[config.mk]
export PLATFORM = sky130hd
export DESIGN_NAME = spi_regbank_burst
export DESIGN_NICKNAME = d
export VERILOG_FILES = /design/src/rtl/spi_regbank_pkg.sv /design/src/rtl/spi_sclk_edge.sv /design/src/rtl/spi_regbank_burst.sv
export SDC_FILE = /design/constraint.sdc
export NUM_CORES = 1
export LEC_CHECK = 0
export ABC_AREA = 1
export BUFFER_PORTS_ARGS = -buffer_cell sky130_fd_sc_hd__buf_2
export CORE_MARGIN = 10
export CORE_UTILIZATION = 55
export DETAILED_ROUTE_END_ITERATION = 7
export PLACE_DENSITY = 0.81
export SYNTH_ARGS = -nofsm -noshare
export SYNTH_HDL_FRONTEND = slang
export SYNTH_SLANG_ARGS = --single-unit
[constraint.sdc]
create_clock -name clk -period 9.32 [get_ports clk]
set_input_delay 1.864 -clock clk [delete_from_list [all_inputs] [get_ports clk]]
set_output_delay 1.864 -clock clk [all_outputs]
set_load 0.1 [all_outputs]
[src/rtl/spi_regbank_pkg.sv]
// Shared types and constants for the burst-capable SPI register bank.
package spi_regbank_pkg;

  typedef enum logic [1:0] {
    IDLE  = 2'd0,
    CMD   = 2'd1,
    WDATA = 2'd2,
    RDATA = 2'd3
  } state_e;

  localparam int CMD_W      = 8;
  localparam int ADDR_W     = 7;
  localparam int CMD_RW_BIT = 7;

  // Modes 0 and 3 sample on the rising SCLK edge, modes 1 and 2 on the falling one.
  function automatic logic sample_on_rise(input logic [1:0] mode);
    return (mode[1] == mode[0]);
  endfunction

endpackage

[src/rtl/spi_sclk_edge.sv]
// SCLK edge classifier: latches the SPI mode at frame start and reports sample/shift edges.
module spi_sclk_edge
  import spi_regbank_pkg::*;
(
  input  logic       clk,
  input  logic       rst,
  input  logic       ena,
  input  logic [1:0] mode,
  input  logic       spi_cs_n,
  input  logic       spi_clk,
  output logic       sample_edge,
  output logic       shift_edge,
  output logic       cs_fall
);

  logic       sclk_q;
  logic       cs_n_q;
  logic [1:0] mode_q;
  logic       rise_s;
  logic       fall_s;

  // History flops; cs_n_q resets low so a chip select held low through reset never opens a frame.
  always_ff @(posedge clk) begin
    if (rst) begin
      sclk_q <= 1'b0;
      cs_n_q <= 1'b0;
      mode_q <= 2'b00;
    end else if (ena) begin
      sclk_q <= spi_clk;
      cs_n_q <= spi_cs_n;
      if (cs_fall) begin
        mode_q <= mode;
      end else begin
        mode_q <= mode_q;
      end
    end else begin
      sclk_q <= sclk_q;
      cs_n_q <= cs_n_q;
      mode_q <= mode_q;
    end
  end

  always_comb begin
    rise_s      = spi_clk & ~sclk_q;
    fall_s      = ~spi_clk & sclk_q;
    cs_fall     = cs_n_q & ~spi_cs_n;
    sample_edge = 1'b0;
    shift_edge  = 1'b0;
    if (!spi_cs_n) begin
      sample_edge = sample_on_rise(mode_q) ? rise_s : fall_s;
      shift_edge  = sample_on_rise(mode_q) ? fall_s : rise_s;
    end else begin
      sample_edge = 1'b0;
      shift_edge  = 1'b0;
    end
  end

endmodule

[src/rtl/spi_regbank_burst.sv]
// SPI-slave register bank: R/W config regs, RO status regs, burst access with address
// auto-increment and a one-cycle strobe per config write.
module spi_regbank_burst
  import spi_regbank_pkg::*;
#(
  parameter int NUM_CFG    = 8,
  parameter int NUM_STATUS = 8,
  parameter int REG_WIDTH  = 8,
  parameter logic [NUM_CFG*REG_WIDTH-1:0] CFG_RESET = '0
) (
  input  logic                            clk,
  input  logic                            rst,
  input  logic                            ena,
  input  logic [1:0]                      mode,
  input  logic                            spi_cs_n,
  input  logic                            spi_clk,
  input  logic                            spi_mosi,
  output logic                            spi_miso,
  output logic                            spi_miso_oe,
  output logic [NUM_CFG*REG_WIDTH-1:0]    config_regs,
  input  logic [NUM_STATUS*REG_WIDTH-1:0] status_regs,
  output logic                            cfg_wr_stb,
  output logic [ADDR_W-1:0]               cfg_wr_addr,
  output logic                            busy
);

  localparam int CNT_W = $clog2(REG_WIDTH) + 1;

  state_e                         state_q, state_d;
  logic [CNT_W-1:0]               cnt_q, cnt_d;
  logic [ADDR_W-1:0]              addr_q, addr_d;
  logic [REG_WIDTH-2:0]           rx_q, rx_d;
  logic [REG_WIDTH-1:0]           tx_q, tx_d;
  logic                           load_pend_q, load_pend_d;
  logic [NUM_CFG*REG_WIDTH-1:0]   cfg_q, cfg_d;
  logic                           stb_q, stb_d;
  logic [ADDR_W-1:0]              wr_addr_q, wr_addr_d;
  logic                           active_q, active_d;

  logic                           sample_edge_s;
  logic                           shift_edge_s;
  logic                           cs_fall_s;
  logic [REG_WIDTH-1:0]           word_in_s;
  logic [REG_WIDTH-1:0]           rd_word_s;
  int                             addr_int_s;

  spi_sclk_edge u_edge (
    .clk         (clk),
    .rst         (rst),
    .ena         (ena),
    .mode        (mode),
    .spi_cs_n    (spi_cs_n),
    .spi_clk     (spi_clk),
    .sample_edge (sample_edge_s),
    .shift_edge  (shift_edge_s),
    .cs_fall     (cs_fall_s)
  );

  assign word_in_s  = {rx_q, spi_mosi};
  assign addr_int_s = int'(addr_q);

  // Read mux; status is captured into the shifter only at load, giving a per-word snapshot.
  always_comb begin
    rd_word_s = '0;
    if (addr_int_s < NUM_CFG) begin
      rd_word_s = cfg_q[addr_int_s*REG_WIDTH +: REG_WIDTH];
    end else if (addr_int_s < NUM_CFG + NUM_STATUS) begin
      rd_word_s = status_regs[(addr_int_s-NUM_CFG)*REG_WIDTH +: REG_WIDTH];
    end else begin
      rd_word_s = '0;
    end
  end

  always_comb begin
    state_d     = state_q;
    cnt_d       = cnt_q;
    addr_d      = addr_q;
    rx_d        = rx_q;
    tx_d        = tx_q;
    load_pend_d = load_pend_q;
    cfg_d       = cfg_q;
    stb_d       = 1'b0;
    wr_addr_d   = wr_addr_q;

    // Chip-select release aborts the frame before any coincident edge is considered.
    if (spi_cs_n) begin
      state_d     = IDLE;
      cnt_d       = '0;
      rx_d        = '0;
      tx_d        = '0;
      load_pend_d = 1'b0;
    end else begin
      case (state_q)
        IDLE: begin
          if (cs_fall_s) begin
            state_d = CMD;
            cnt_d   = '0;
            rx_d    = '0;
          end else begin
            state_d = IDLE;
          end
        end
        CMD: begin
          if (sample_edge_s) begin
            if (cnt_q == CNT_W'(CMD_W-1)) begin
              addr_d      = word_in_s[ADDR_W-1:0];
              state_d     = word_in_s[CMD_RW_BIT] ? WDATA : RDATA;
              cnt_d       = '0;
              rx_d        = '0;
              load_pend_d = 1'b1;
            end else begin
              rx_d  = word_in_s[REG_WIDTH-2:0];
              cnt_d = cnt_q + CNT_W'(1);
            end
          end else begin
            cnt_d = cnt_q;
          end
        end
        WDATA: begin
          if (sample_edge_s) begin
            if (cnt_q == CNT_W'(REG_WIDTH-1)) begin
              cnt_d  = '0;
              rx_d   = '0;
              addr_d = addr_q + ADDR_W'(1);
              if (addr_int_s < NUM_CFG) begin
                cfg_d[addr_int_s*REG_WIDTH +: REG_WIDTH] = word_in_s;
                stb_d     = 1'b1;
                wr_addr_d = addr_q;
              end else begin
                stb_d = 1'b0;
              end
            end else begin
              rx_d  = word_in_s[REG_WIDTH-2:0];
              cnt_d = cnt_q + CNT_W'(1);
            end
          end else begin
            cnt_d = cnt_q;
          end
        end
        RDATA: begin
          if (sample_edge_s) begin
            if (cnt_q == CNT_W'(REG_WIDTH-1)) begin
              cnt_d       = '0;
              addr_d      = addr_q + ADDR_W'(1);
              load_pend_d = 1'b1;
            end else begin
              cnt_d = cnt_q + CNT_W'(1);
            end
          end else if (shift_edge_s) begin
            if (load_pend_q) begin
              tx_d        = rd_word_s;
              load_pend_d = 1'b0;
            end else begin
              tx_d = {tx_q[REG_WIDTH-2:0], 1'b0};
            end
          end else begin
            tx_d = tx_q;
          end
        end
        default: begin
          state_d = IDLE;
        end
      endcase
    end

    active_d = (state_d != IDLE);
  end

  // State register; ena freezes everything, including the strobe.
  always_ff @(posedge clk) begin
    if (rst) begin
      state_q     <= IDLE;
      cnt_q       <= '0;
      addr_q      <= '0;
      rx_q        <= '0;
      tx_q        <= '0;
      load_pend_q <= 1'b0;
      cfg_q       <= CFG_RESET;
      stb_q       <= 1'b0;
      wr_addr_q   <= '0;
      active_q    <= 1'b0;
    end else if (ena) begin
      state_q     <= state_d;
      cnt_q       <= cnt_d;
      addr_q      <= addr_d;
      rx_q        <= rx_d;
      tx_q        <= tx_d;
      load_pend_q <= load_pend_d;
      cfg_q       <= cfg_d;
      stb_q       <= stb_d;
      wr_addr_q   <= wr_addr_d;
      active_q    <= active_d;
    end else begin
      state_q     <= state_q;
      cnt_q       <= cnt_q;
      addr_q      <= addr_q;
      rx_q        <= rx_q;
      tx_q        <= tx_q;
      load_pend_q <= load_pend_q;
      cfg_q       <= cfg_q;
      stb_q       <= stb_q;
      wr_addr_q   <= wr_addr_q;
      active_q    <= active_q;
    end
  end

  assign spi_miso    = tx_q[REG_WIDTH-1];
  assign spi_miso_oe = active_q;
  assign busy        = active_q;
  assign config_regs = cfg_q;
  assign cfg_wr_stb  = stb_q;
  assign cfg_wr_addr = wr_addr_q;

endmodule
== Word-level counts from Yosys, hierarchy flattened ==
Cells that the tools add are included.

* Bitwise gates (word level): 6
* Multiplexer cells: 44
* $add $sub $neg: 4
* $lt $le $gt $ge: 2
* Reductions and logical operators: 17
* Shift-type cells: 4
* Equality and inequality tests: 15
* Divide/modulo/power cells: 0
* Multiply operators: 0

{| class="wikitable"
|+ Operators with widths
! kind !! number
|-
| indexed part select 64 x 11 -> 8 bit || 2
|-
| bitwise mux 64 bit || 1
|-
| variable shift 8 x 33 -> 64 bit, first input constant || 1
|-
| indexed part select 8 x 33 -> 64 bit || 1
|-
| 2-to-1 mux 7 bit || 8
|-
| 2-to-1 mux 8 bit || 7
|-
| negation 10 -> 33 bit || 1
|-
| case mux 7 bit (2 select lines) || 2
|-
| 2-to-1 mux 1 bit || 16
|-
| 2-to-1 mux 4 bit || 4
|-
| AND reduction 4 bit || 3
|-
| case mux 4 bit (2 select lines) || 1
|-
| nonzero test 2 bit || 4
|-
| subtractor 7 x 4 -> 8 bit, second input constant || 1
|-
| adder 7 x 1 -> 7 bit, second input constant || 1
|-
| < comparator 7 x 4 -> 1 bit, second input constant || 1
|-
| < comparator 7 x 5 -> 1 bit, second input constant || 1
|-
| AND reduction 7 bit || 1
|-
| 2-to-1 mux 2 bit || 3
|-
| != test 2 bit, second input constant || 3
|-
| != test 3 x 1 -> 1 bit, second input constant || 2
|-
| != test 3 bit, second input constant || 2
|-
| AND reduction 6 bit || 1
|-
| nonzero test 3 bit || 2
|-
| 16 further kinds || 23
|}

* Bits in read-only memories: 0
* Input bits: 72
* Bits in writable memories: 0
* Word-level logic and storage cells: 105
* Output and inout bits: 75
* Memories kept: 0
* Bits in latches: 0
* Register bits: 106

== Longest topological paths before layout ==
Gate-level depths: netlist (run 1).

* Depth after elaboration: 9
* Depth in mapped cells: 20
* Mapped depth without buffers: 17

== Modules after synthesis ==
From an unflattened synthesis (run 1), not the netlist that was laid out.

* Cell total of the unflattened synthesis: 1025
* Area total of the unflattened synthesis: 6432.4 um2

{| class="wikitable"
|+ By module, submodules not included
! module !! times used !! cells an instance !! area each (um2)
|-
| spi_regbank_burst || 1 || 987 || 6207.2
|-
| spi_sclk_edge || 1 || 38 || 225.2
|}

== Worst setup path before layout (run 1) ==
Ideal clock, no wire load.

* Path kind: input port to flip-flop
* From: input port spi_clk
* To: register cfg_q[14], in the netlist config_regs[14]
* Data required time: 9.210 ns
* Buffers on the path: 1
* Library setup time: 0.110 ns
* Arrival time: 3.193 ns
* Stages: 12
* Setup slack: 6.018 ns
* Path through: inv_1 nor2_1 inv_1 nand2_1 nand2_1 nor2_2 nand4_1 nor2_4 buf_6 nand4_1 nand2_1 nor2_1

* Longest elaborated chain between the ends: 5
* Elaborated cells on any way between the ends: 6
* Classes of those cells: 2 x mux; 3 x bitwise; 1 x reduce/logical

{| class="wikitable"
|+ Ends and longest elaborated chain
! what !! RTL line !! RTL
|-
| from (decl) || spi_regbank_burst.sv:16 || <nowiki>input logic spi_clk,</nowiki>
|-
| NOT 1 bit || spi_sclk_edge.sv:45 || <nowiki>fall_s = ~spi_clk & sclk_q;</nowiki>
|-
| AND 1 bit || spi_sclk_edge.sv:45 ||
|-
| 2-to-1 mux 1 bit (*) || spi_sclk_edge.sv:50 || <nowiki>sample_edge = sample_on_rise(mode_q) ? rise_s : fall_s;</nowiki>
|-
| 2-to-1 mux 1 bit (*) || spi_sclk_edge.sv:49 || <nowiki>if (!spi_cs_n) begin</nowiki>
|-
| AND reduction 6 bit (no line) (*) || - ||
|-
| to (signal assigned) || spi_regbank_burst.sv:189 || <nowiki>cfg_q <= cfg_d;</nowiki>
|-
| to (signal assigned) || spi_regbank_burst.sv:200 || <nowiki>cfg_q <= cfg_q;</nowiki>
|-
| to (decl) || spi_regbank_burst.sv:35 || <nowiki>logic [NUM_CFG*REG_WIDTH-1:0] cfg_q, cfg_d;</nowiki>
|}

Mark *: on every way between the ends. The rest lies on a longest branch, timed or not.
A chain may end at the register's enable or synchronous reset.

== Worst setup path in the final report (run 1) ==
* From: register addr_q[1]
* To: register cfg_q[51], in the netlist config_regs[51]

* Longest elaborated chain between the ends: 3
* Elaborated cells on any way between the ends: 6
* Classes of those cells: 1 x add/sub; 1 x order compare; 2 x shift; 1 x mux; 1 x reduce/logical

{| class="wikitable"
|+ Ends and longest elaborated chain
! what !! RTL line !! RTL
|-
| from (decl) || spi_regbank_burst.sv:31 || <nowiki>logic [ADDR_W-1:0] addr_q, addr_d;</nowiki>
|-
| from (signal assigned) || spi_regbank_burst.sv:185 || <nowiki>addr_q <= addr_d;</nowiki>
|-
| from (signal assigned) || spi_regbank_burst.sv:196 || <nowiki>addr_q <= addr_q;</nowiki>
|-
| negation 10 -> 33 bit || spi_regbank_burst.sv:126 || <nowiki>cfg_d[addr_int_s*REG_WIDTH +: REG_WIDTH] = word_in_s;</nowiki>
|-
| indexed part select 8 x 33 -> 64 bit / variable shift 8 x 33 -> 64 bit (equally long branches) || spi_regbank_burst.sv:126 ||
|-
| bitwise mux 64 bit || spi_regbank_burst.sv:126 ||
|}

Parallel ways exist; a longest one is shown, timed or not.

==> impl_summary.md, run 1 <==
Yosys
The biggest area consumer among synthesized cells is dfxtp_1. In this run, distinct cell masters in the synthesized netlist total 41. After technology mapping, the gate count stands at roughly 1.1k. Counting every net in the synthesized netlist gives around 1.1k. The post-synthesis instance area is ~6700 um2.

The number of synthesized register bits is approximately 110. Yosys printed 0 warnings. In the post-synthesis netlist, the cell with the most instances is nand2_1. Of the synthesized area, sequential elements account for about a third. The synthesized area per cell is ~6.3 um2.

The count of flip-flops with a built-in enable after synthesis is 0. For this run, the leading register cell type out of synthesis is dfxtp_1. After synthesis, the most frequently instantiated cells are nand2_1 (181), nor2_1 (180), inv_1 (107). The async set-reset flop share out of synthesis is 0%.

Summed over its instances, the top area cell type makes up between 30% and 40% of the synthesized netlist area. After synthesis, the cell types taking the most area are dfxtp_1 (32%), nand2_1 (10%), nor2_1 (10%), nand3_1 (7.7%), o21ai_0 (6.9%).

Clocking
The CTS tree is built. The CTS clock-pin slew for the worst setup and hold paths is approximately 0.07 ns. Clock latency on the worst-skew pair, taken at its later pin, is about 0.35 ns.

The TritonCTS buffer count is 9. The TritonCTS sink count is roughly 110. The root buffer cell chosen for the clock tree is clkbuf_16. The H-tree generated during clock tree synthesis spans 3 levels. Gates resized during post-CTS repair numbered 0. The number of setup buffers added after CTS is 0. Hold repair after CTS inserted 0 buffers. The maximum clock insertion buffer count is 2.

Critical path
The startpoint identified for the worst register-to-register timing path is addr_q[1]$_SDFFE_PP0P_. The critical path is of the reg2reg type. The worst setup path is launched from a flop.

The critical path goes through inv_1 > ha_1 > inv_1 > buf_4 > nor2_1 > inv_1 > nor2_2 > nand2_2 > inv_2 > nor2_1 > nor2_1. The largest driver fanout on the critical path is between 50 and 60. For the worst flop-to-flop path, the logic depth is 11.

The worst setup path is captured at a flop. The highest cell delay on the worst timing path is roughly 1.3 ns. The master of the slowest instance on the critical path is ha_1. At the worst endpoint, the arrival time is 4.43 ns.

The setup slack of the most critical reg-to-reg path is 5.17 ns. The worst register-to-register path ends at config_regs[51]$_SDFFE_PP0P_. STA puts the critical path data required time at 9.60 ns.

Global route
For this run, global-route usage on met1 was measured as between 30% and 40%. Entering global routing, the biggest net connects roughly 100 pins. The number of antenna violations at the first check in global routing is 0. The met3 track demand over resource is under 10%.

The most heavily used metal layer in global routing is met2. The total overflow left after global routing is 0. The number of global-route vias before repair is about 6.9k. The first global-routing pass estimated ~34,000 um of wire. The met2 routing resource usage after global routing is between 30 and 40%. The global router's overall resource usage is 25.2%.

Power
The switching power of the nets is ~230 uW. In this run the static leakage power is roughly 3.3 nW. The maximum vdd ir drop is between 0.00008 and 0.00009 V. Net switching is 24.8% of the power. The power share of the sequential group is between 50% and 60%. Power comes to 923 uW.

The clock network burns 41.2% of the power. Per report_power, the combinational group accounts for 8.6% of the total. Power spread over the standard cell area amounts to ~120 nW/um2.

The internal power of the cells totals 694 uW.

Layout
The number of diodes added for antenna fixing is 0. The final-stage net count is 1,238. The register cell area after layout is 2120 um2. The area growth from synthesis to final layout is 14.3%. The multi-input logic area is ~3900 um2. The post-layout utilization of the core is 64.1%. In the final layout, the share of cells above drive strength 1 is between 10% and 20%.

Fill cells in the final layout number approximately 1.1k.

Route
The via density per instance is roughly 5.7. In the final routed layout, each cell accounts on average for 16.9 um. After detailed routing, the number of remaining DRC violations is 0. The count of nets left with antenna violations once routing finished came out at 0. The detailed router finished its first iteration with between 800 and 900 violations.

The total routed wirelength is 22,100 um. The routed layout has between 7k and 8k vias. The first TritonRoute pass finished after 6 iterations.

Timing
The hold violation total from the final report came to 0. The worst pin sits at a relative slew slack of 18.9%. The number of setup violations in the final report is 0. The final clock period utilization by the worst path is roughly 44%. For this run, the top clock speed supported by timing is 241 MHz. The final number of max-transition violations is 0. The worst setup skew after layout is 0.00874 ns.

The time the final worst path needs with I/O delays and setup is 4.15 ns. For the pin with the worst max-slew slack, the measured transition is roughly 1.2 ns. For the final routed database, the setup TNS stands at 0 ns. The final critical-path setup slack is just over 5 ns. Setup repair after global routing left no endpoint under its margin.

Worst hold path
The startpoint of the worst hold path is cfg_wr_addr[5]$_SDFFE_PP0P_. The worst hold path was traced through 2 stages. The end of the worst hold path is cfg_wr_addr[5]$_SDFFE_PP0P_.

The min-delay analysis places its worst path in the category reg2reg.

Placed design
The port buffer count is 146. The minimum setup slack after placement is between 5 and 6 ns. The half-perimeter wire length after detailed placement is roughly 16,000 um.

The weighted congestion at the end of routability-driven global placement is 0.924.

Floorplan
Measured along the y axis, the die boundary spans ~130 um. The number of top-level pins is roughly 150. The core region is between 10,000 and 15,000 um2. The die area is approximately 17,000 um2. Measured along the x axis, the die boundary spans about 130 um.

The initial cell density of the core is 56.0%. The initialized floorplan defines 40 standard-cell rows.

Flow run
Across the run, the number of max-cap violations was 0.

Outcome
The flow ran to the end, and the final reports show no timing, DRC or antenna violations.
==> final cells by class <==
| class | instances | share of cell area [%] |
|---|---|---|
| clock buffers | 12 | 3.09 |
| clock inverters | 4 | 0.686 |
| repair buffers | 151 | 10.0 |
| well taps | 147 | 2.40 |
| multi-input cells | 771 | 50.3 |
| flip-flops and latches | 106 | 27.7 |
| inverters | 117 | 5.75 |
==> how the worst max path moves through the flow <==
stage | start | to | slack, ns | cells after the start
detailed placement | addr_q[1]$_SDFFE_PP0P_ | config_regs[50]$_SDFFE_PP0P_ | 5.32 | 11
global route | addr_q[1]$_SDFFE_PP0P_ | config_regs[49]$_SDFFE_PP0P_ | 4.81 | 11
CTS | addr_q[1]$_SDFFE_PP0P_ | config_regs[51]$_SDFFE_PP0P_ | 5.26 | 11
floorplan | spi_clk | config_regs[14]$_SDFFE_PP0P_ | 6.02 | 12
finish | addr_q[1]$_SDFFE_PP0P_ | config_regs[51]$_SDFFE_PP0P_ | 5.17 | 11
global placement | addr_q[1]$_SDFFE_PP0P_ | config_regs[48]$_SDFFE_PP0P_ | 5.43 | 11
==> logic make-up (layout without fill, tap and decap cells) <==
logic type	count (synthesis)	after routing	share of synthesized area [%]
AO/OA/AOI/OAI	198	198	16.7
XOR/XNOR	5	5	0.877
adder cells (fa/ha/maj)	10	10	1.87
buffers and inverters	184	284	10.8
flip-flops	106	106	31.7
AND/OR/NAND/NOR	558	558	38.1
==> registers in the layout, indices dropped and copies added, names as in the netlist <==
name,count
u_edge.sclk_q,1
u_edge.mode_q,2
addr_q,7
rx_q,7
u_edge.cs_n_q,1
cnt_q,4
busy,1
load_pend_q,1
cfg_wr_addr,7
state_q,2
config_regs,64
cfg_wr_stb,1
tx_q,8
==> power groups by stage <==
stage               combinational, mW  sequential [mW]  clock, mW
floorplan                      0.0511            0.471          0
global placement               0.0763            0.473          0
detailed placement             0.0776            0.474          0
CTS                            0.0780            0.463      0.382
global route                   0.0891            0.464      0.399
finish                         0.0791            0.463      0.381
==> layer usage <==
metal  up-vias  wire [um]
met5         -          0
met4         0        619
met3        45       2640
met2       385       9650
met1      3353       9230
li1       3707          -
==> cells in the final DEF (no fill, tap or decap), drive strengths merged, types with 2 or more instances in the layout <==
| cell type | instances |
|---|---|
| nand4 | 42 |
| dfxtp | 106 |
| a211oi | 8 |
| inv | 116 |
| clkinvlp | 3 |
| nor2 | 189 |
| clkbuf | 12 |
| o221ai | 9 |
| xor2 | 3 |
| a21oi | 55 |
| xnor2 | 2 |
| a31oi | 3 |
| o211ai | 24 |
| buf | 151 |
| o21ai | 94 |
| nand2 | 187 |
| o21bai | 2 |
| ha | 10 |
| nor3 | 28 |
| nand3 | 110 |
==> per-stage QoR <==
step | hold WS, ns | std cells | cell area, um2
finish | 0.436 | 1308 | 7660
global placement | 0.424 | 1292 | 7380
floorplan | 0.444 | 1061 | 6700
detailed placement | 0.425 | 1292 | 7380
CTS | 0.436 | 1308 | 7660
global route | 0.457 | 1308 | 7660
==> worst max-delay path, delay by kind of cell (launching register included) <==
family,cells,cell delay (ns)
adders and majority gates,1,1.25
buffers and inverters,5,1.13
DFF,1,1.01
and+or+nand+nor,5,0.66
Power figures use the tool's default switching activity.
==> run 2, diff against run 1 <==
--- a/config.mk
+++ b/config.mk
@@ -8,9 +8,9 @@
 export ABC_AREA = 1
 export BUFFER_PORTS_ARGS = -buffer_cell sky130_fd_sc_hd__buf_2
 export CORE_MARGIN = 10
-export CORE_UTILIZATION = 55
+export CORE_UTILIZATION = 50
 export DETAILED_ROUTE_END_ITERATION = 7
-export PLACE_DENSITY = 0.81
+export PLACE_DENSITY = 0.77
 export SYNTH_ARGS = -nofsm -noshare
 export SYNTH_HDL_FRONTEND = slang
 export SYNTH_SLANG_ARGS = --single-unit
==> constraint.sdc (replaced) <==
create_clock -name clk -period 3.6 [get_ports clk]
set_input_delay 0.72 -clock clk [delete_from_list [all_inputs] [get_ports clk]]
set_output_delay 0.72 -clock clk [all_outputs]
set_load 0.1 [all_outputs]
==> run 2 against run 1 <==
Compared with the run above: first-iteration DRC count down 10%; final cell count grew 2.4%; critical path depth rose by 6; setup slack worse by 4.4 ns; global-route usage down 1.7 points; count of clock-buffer cells in the layout up 1; clock skew increased by 0.0035 ns; sequential share of layout area shrank 0.28 points; non-clock buffer count grew 4.
==> impl_summary.md, run 2 (synthesized netlist as in run 1, its figures left out) <==
Layout
The register with the most flip-flops in the layout has between 60 and 70 of them. The number of diodes added for antenna fixing is 0. In the layout the commonest cells are nand2_1 (181), nor2_1 (180), buf_2 (146). In the final layout, the multi-input gates occupy between 3000 and 4000 um2. The number of fill cells is 1,339. The fraction of layout instances using a drive strength above 1 is 17.6%.

The area growth from synthesis to final layout is 15.5%. The leading cell type in the layout, fill and taps excluded is nand2_1. In the final design database the tool counted roughly 1.2k nets. Summing all flip-flop and latch instances after layout gives around 2100 um2. The finished layout cell area is 7740 um2.

Critical path
The largest driver fanout on the critical path is 36. The category of the most critical setup path is reg2reg. In this run the worst setup path begins at addr_q[1]$_SDFFE_PP0P_. The critical path data required time is 3.89 ns. The worst reg-to-reg path cell count is 17. Data arrives at the worst endpoint at roughly 3.2 ns.

The launch point of the worst reg-to-reg path is addr_q[1]$_SDFFE_PP0P_. STA classifies the critical path startpoint as a flop. The worst setup path is captured at a flop.

Clocking
The number of gates resized after CTS is 0. The maximum clock insertion buffer count is 2. Clock latency on the worst-skew pair, taken at its later pin, is approximately 0.36 ns. CTS built an H-tree with a depth of 3. The number of setup buffers added after CTS is 0. The tree built by TritonCTS fans out to approximately 110 sinks. TritonCTS built the clock tree. The buffer cell driving the clock tree root is clkbuf_16. The number of clock buffers added by TritonCTS is 9. After clock tree synthesis, the flow added hold-fix buffers numbering 0. The CTS clock-pin slew for the worst setup and hold paths is approximately 0.070 ns.

Placed design
At the end of routability-driven placement, the weighted congestion stood at 0.939. Summing all placed instances gives a cell area of between 7000 and 8000 um2. Once detailed placement completed, the half-perimeter wirelength came to 16,600 um. Timing analysis after detailed placement gives a worst setup slack of between 0.7 and 0.8 ns. The count of buffers added on input and output ports is 146.

Floorplan
The vertical die dimension is between 100 and 150 um. The total area inside the core boundary comes to 13,200 um2. After floorplanning, the core was divided into between 40 and 50 placement rows.

The die is approximately 140 um wide. The initial cell density of the core is 50.8%. The die area is roughly 18,000 um2.

The number of top-level pins is roughly 150.

Global route
The number of global-route vias before repair is 6,536. Entering global routing, the biggest net connects about 100 pins. Summed over all layers, the global routing overflow is 0. The number of antenna violations at the first check in global routing is 1. In the global route stage, overall resource usage came out at a little under a quarter. The global-route wire length before repair is around 35,000 um.

Timing
The total negative setup slack is 0 ns. Once routing completed, OpenROAD measured the worst setup slack at about 0.74 ns. Setup repair after global routing left no endpoint under its margin. The relative slew slack is around a third. The hold violation total from the final report is 0. At the pin with the least slew margin, the transition time is just under 1 ns.

In the finished design, the share of the clock period the worst path needs comes to slightly below 80%. The time the final worst path needs with I/O delays and setup is 2.86 ns. Setup violations remaining at the end of the flow were counted as 0. The worst setup skew after layout is 0.0122 ns. The final number of max-transition violations is 0. The peak clock frequency supported by timing is 350 MHz.

Outcome
The flow ran to the end, and the final reports show no timing, DRC or antenna violations.

Route
The residual DRC count is 0. In the final routed layout, each cell accounts on average for approximately 17 um. Using the TritonRoute via totals, the vias-per-cell ratio works out to roughly 5.5. The count of nets left with antenna violations once routing finished came out at 0. The pre-antenna-repair detailed-routing pass consisted of 5 iterations. The first-iteration detailed-routing DRC count is between 700 and 800. After detailed routing, the total wire length is 22,500 um. Detailed routing inserted a total of 7,422 vias.

Power
The power per cell area is ~310 nW/um2. For this design the static power due to leakage is between 3 and 4 nW. The maximum vdd ir drop is roughly 0.00021 V.

Worst hold path
Along the worst hold path, the cell count comes to 2. The worst hold path class is reg2reg. The startpoint of the worst hold path is cfg_wr_addr[6]$_SDFFE_PP0P_.

Flow run
Across the run, the number of max-cap violations was 0.
run 2: cell types whose count changed in the layout (fill, tap and decap cells not counted), sizes merged:
cell | before | now
clkbuf | 12 | 13
buf | 151 | 155
clkinvlp | 3 | 1
run 2: metal layers:
metal | up-vias | part of all wire (%) | global-route usage [%]
li1 | 3719 | - | -
met3 | 32 | 12 | 6.94
met4 | 2 | 1.9 | 7.83
met2 | 342 | 44 | 36.0
met5 | - | 0.049 | 0
met1 | 3327 | 43 | 31.0
run 2: worst paths after layout:
path | endpoint | slack (ns)
worst min-delay path | cfg_wr_addr[6]$_SDFFE_PP0P_ | 0.44
worst max register to register | config_regs[40]$_SDFFE_PP0P_ | 0.74
worst min register to register | cfg_wr_addr[6]$_SDFFE_PP0P_ | 0.44
worst max-delay path | config_regs[40]$_SDFFE_PP0P_ | 0.74
run 2: power by group:
group	internal (mW)	switching (mW)	total [mW]
logic	0.0757	0.132	0.207
clock network	0.556	0.440	0.996
registers	1.18	0.0163	1.20
run 2: worst max-delay path, stage by stage (launching register included):
cell     delay (ns)
dfxtp_2        0.32
inv_1          0.04
buf_4          0.18
ha_1           0.28
nand2_2        0.09
nor3_1         0.15
ha_1           0.27
nor2_1         0.10
nand3_1        0.07
nand3_1        0.07
nand2_1        0.06
inv_2          0.08
nand3_4        0.13
nor2_8         0.45
nand3_4        0.22
nand2_1        0.11
inv_1          0.04
nor2_1         0.10
run 2: stage by stage:
step	util [%]	total power, mW	std cells	hold slack, ns
2_1_floorplan	-	1.35	1061	0.444
3_3_place_gp	56.5	1.43	1325	0.424
3_5_place_dp	56.5	1.43	1325	0.428
4_1_cts	58.7	2.42	1340	0.439
5_1_grt	58.7	2.48	1340	0.460
6_report	58.7	2.40	1340	0.436
run 2: cell type report:
cell class	instances	area share, %
clock inverters	2	0.485
multi-input cells	771	49.8
flip-flops and latches	106	27.4
well taps	176	2.84
repair buffers	155	10.5
clock buffers	13	3.23
inverters	117	5.69
==> run 3, diff against run 2 <==
==> constraint.sdc (replaced) <==
create_clock -name clk -period 2.6 [get_ports clk]
set_input_delay 0.52 -clock clk [delete_from_list [all_inputs] [get_ports clk]]
set_output_delay 0.52 -clock clk [all_outputs]
set_load 0.1 [all_outputs]
==> run 3 against run 2 <==
Compared with the run above: critical endpoint is now config_regs[43]$_SDFFE_PP0P_; largest power group unchanged; sequential power is 38% higher; global-route usage is 0.29 points higher; final cell count is 1.3% higher.
==> impl_summary.md, run 3 (synthesized netlist as in run 1, its figures left out) <==
Layout
For this run, the post-layout net count is around 1.3k. The fraction of layout instances using a drive strength above 1 is 19.1%. The number of diodes added for antenna fixing is 0. Fill cells in the final layout number between 1k and 1.5k. The number of flip-flops in the largest register is 64. Leaving out fill and tap cells, the most frequent cells in the layout are nand2_1 (181), nor2_1 (180), buf_2 (146). The area growth from synthesis to final layout is 18.0%. Leaving out fill and tap cells, the most frequent cell in the layout is nand2_1.

The final cell count without fillers is approximately 1.4k.

Floorplan
The number of top-level pins is around 150. The die boundary width is between 100 and 150 um. The core region is approximately 13,000 um2. The site row count is 42.

The die area is about 18,000 um2. The vertical die dimension is roughly 140 um. For this configuration, the core starts out at a cell density of around half.

Timing
The hold violation total from the final report is 0. The number of setup violations in the final report is 0. On the final layout, the worst clock skew is around 0.011 ns.

The peak clock frequency supported by timing is roughly 420 MHz. The final number of max-transition violations is 0. Setup repair after global routing left no endpoint under its margin. After layout, the worst setup slack is a little over 0.2 ns. Measured against its own limit, the worst slew margin works out to between 40 and 50%.

The time the final worst path needs with I/O delays and setup is between 2 and 2.5 ns. The final clock period utilization by the worst path is between 90 and 100%. For the pin with the worst max-slew slack, the measured transition is between 0.8 and 0.9 ns. The total negative setup slack is 0 ns.

The final-layout worst hold slack is 0.435 ns.

Power
Overall power consumption after layout is estimated at around 3.4 mW. The internal portion of total power is 2.52 mW. Combinational logic burns 8.6% of the power. Of the total power, the clock network draws 42.1%.

The switching power of the nets is 847 uW. VDD sags by at most roughly 0.00029 V. The power share of the sequential group is around 49%. The switching part of the total power is between 20% and 30%.

The power per cell area is ~430 nW/um2. Summed over all cells, the static leakage comes to 3.43 nW.

Placed design
Timing analysis after detailed placement gives a worst setup slack of between 0.2 and 0.25 ns. The weighted congestion at the end of routability-driven global placement is about 0.94. Detailed placement finished with a half-perimeter wire length of 16,800 um. The number of placed instances, taps included, is 1,341. The port buffer count is roughly 150.

Outcome
The flow ran to the end, and the final reports show no timing, DRC or antenna violations.

Clocking
The later pin in the worst-skew pair is clocked with a latency of ~0.36 ns. The number of gates resized after CTS is 0. Buffers added to address setup during post-CTS repair amount to 0. Clock-pin slew was measured on the worst setup and hold paths at roughly 0.070 ns. The TritonCTS buffer count is 9. The maximum clock insertion buffer count is 2. The buffer cell driving the clock tree root is clkbuf_16. TritonCTS built the clock tree. The total of hold buffers inserted after clock tree synthesis is 0. The clock tree synthesis step divided the H-tree into 3 levels. The TritonCTS sink count is 106.

Route
The average wire length per cell after detail routing is roughly 17 um. Using the TritonRoute via totals, the vias-per-cell ratio works out to approximately 5.5. The total via count in the routed design is 7,510. The residual DRC count is 0. The first-iteration detailed-routing DRC count is about 880. The first detailed-routing pass took 5 iterations. The count of nets left with antenna violations once routing finished came out at 0. For this block, the routed nets add up to between 20,000 and 25,000 um of wire.

Global route
The number of global-route vias before repair is 6,829. The global router's overall resource usage is 23.8%. The overall overflow remaining after global route is 0.

Entering global routing, the biggest net connects between 50 and 60 pins. The number of antenna violations at the first check in global routing is 0. The global-route wire length before repair is approximately 36,000 um.

Flow run
Max-cap violations in this run came to 0.

Critical path
The arrival time of the worst setup path is approximately 2.7 ns. The startpoint type of the worst setup path is a flop. The critical path data required time is around 2.9 ns. STA classifies the critical path endpoint as a flop. The category of the most critical setup path is reg2reg. The largest driver fanout on the critical path is 36.

Worst hold path
In this run the worst hold path is classified as in2reg.
-- run 3: layout make-up --
type | count | area, um2 | area share [%]
Tap cell | 176 | 220 | 2.78
Inverter | 117 | 443 | 5.60
Clock buffer | 10 | 239 | 3.02
Multi-Input combinational cell | 771 | 3870 | 49.0
Clock inverter | 6 | 66.3 | 0.839
Timing Repair Buffer | 171 | 943 | 11.9
Sequential cell | 106 | 2120 | 26.9
-- run 3: final timing paths --
kind	start	to	slack, ns	cells past startpoint
setup / recovery	addr_q[1]$_SDFFE_PP0P_	config_regs[43]$_SDFFE_PP0P_	0.20	17
hold / removal	mode[0]	u_edge.mode_q[0]$_SDFFE_PP0P_	0.44	3
setup reg to reg	addr_q[1]$_SDFFE_PP0P_	config_regs[43]$_SDFFE_PP0P_	0.20	17
hold reg to reg	cfg_wr_addr[4]$_SDFFE_PP0P_	cfg_wr_addr[4]$_SDFFE_PP0P_	0.44	2
-- run 3: through the flow --
stage / util [%] / instance area, um2
after detailed placement: 57.6 / 7600
after global placement: 57.6 / 7600
after CTS: 60.0 / 7910
after floorplan: - / 6750
final: 60.0 / 7910
after global routing: 60.0 / 7910
-- run 3: power by group through the flow --
stage          logic [mW]  clock network, mW  registers (mW)
6_report            0.290               1.42            1.66
4_1_cts             0.288               1.43            1.66
2_1_floorplan       0.184                  0            1.69
3_3_place_gp        0.282                  0            1.70
3_5_place_dp        0.286                  0            1.70
5_1_grt             0.327               1.50            1.66
-- run 3: metal layers --
| metal | vias up | wire (um) | global-route usage, % | part of all wire (%) |
|---|---|---|---|---|
| li1 | 3757 | - | - | - |
| met1 | 3366 | 9740 | 31.4 | 43 |
| met2 | 341 | 9730 | 35.8 | 43 |
| met3 | 46 | 2480 | 6.08 | 11 |
| met4 | 0 | 669 | 10.7 | 3.0 |
| met5 | - | 0 | 0 | 0 |
-- run 3: worst max-delay path, cell delays in order (launching register included) --
cell	delay, ns
dfxtp_2	0.32
inv_1	0.09
ha_4	0.17
nand2_2	0.07
nor3_1	0.14
ha_1	0.27
nor2_1	0.11
nand3_1	0.08
nand3_1	0.07
nand2_1	0.06
inv_2	0.08
nand3_4	0.13
nor2_8	0.15
buf_12	0.21
nand3_4	0.14
nand2_1	0.11
inv_1	0.04
nor2_1	0.10
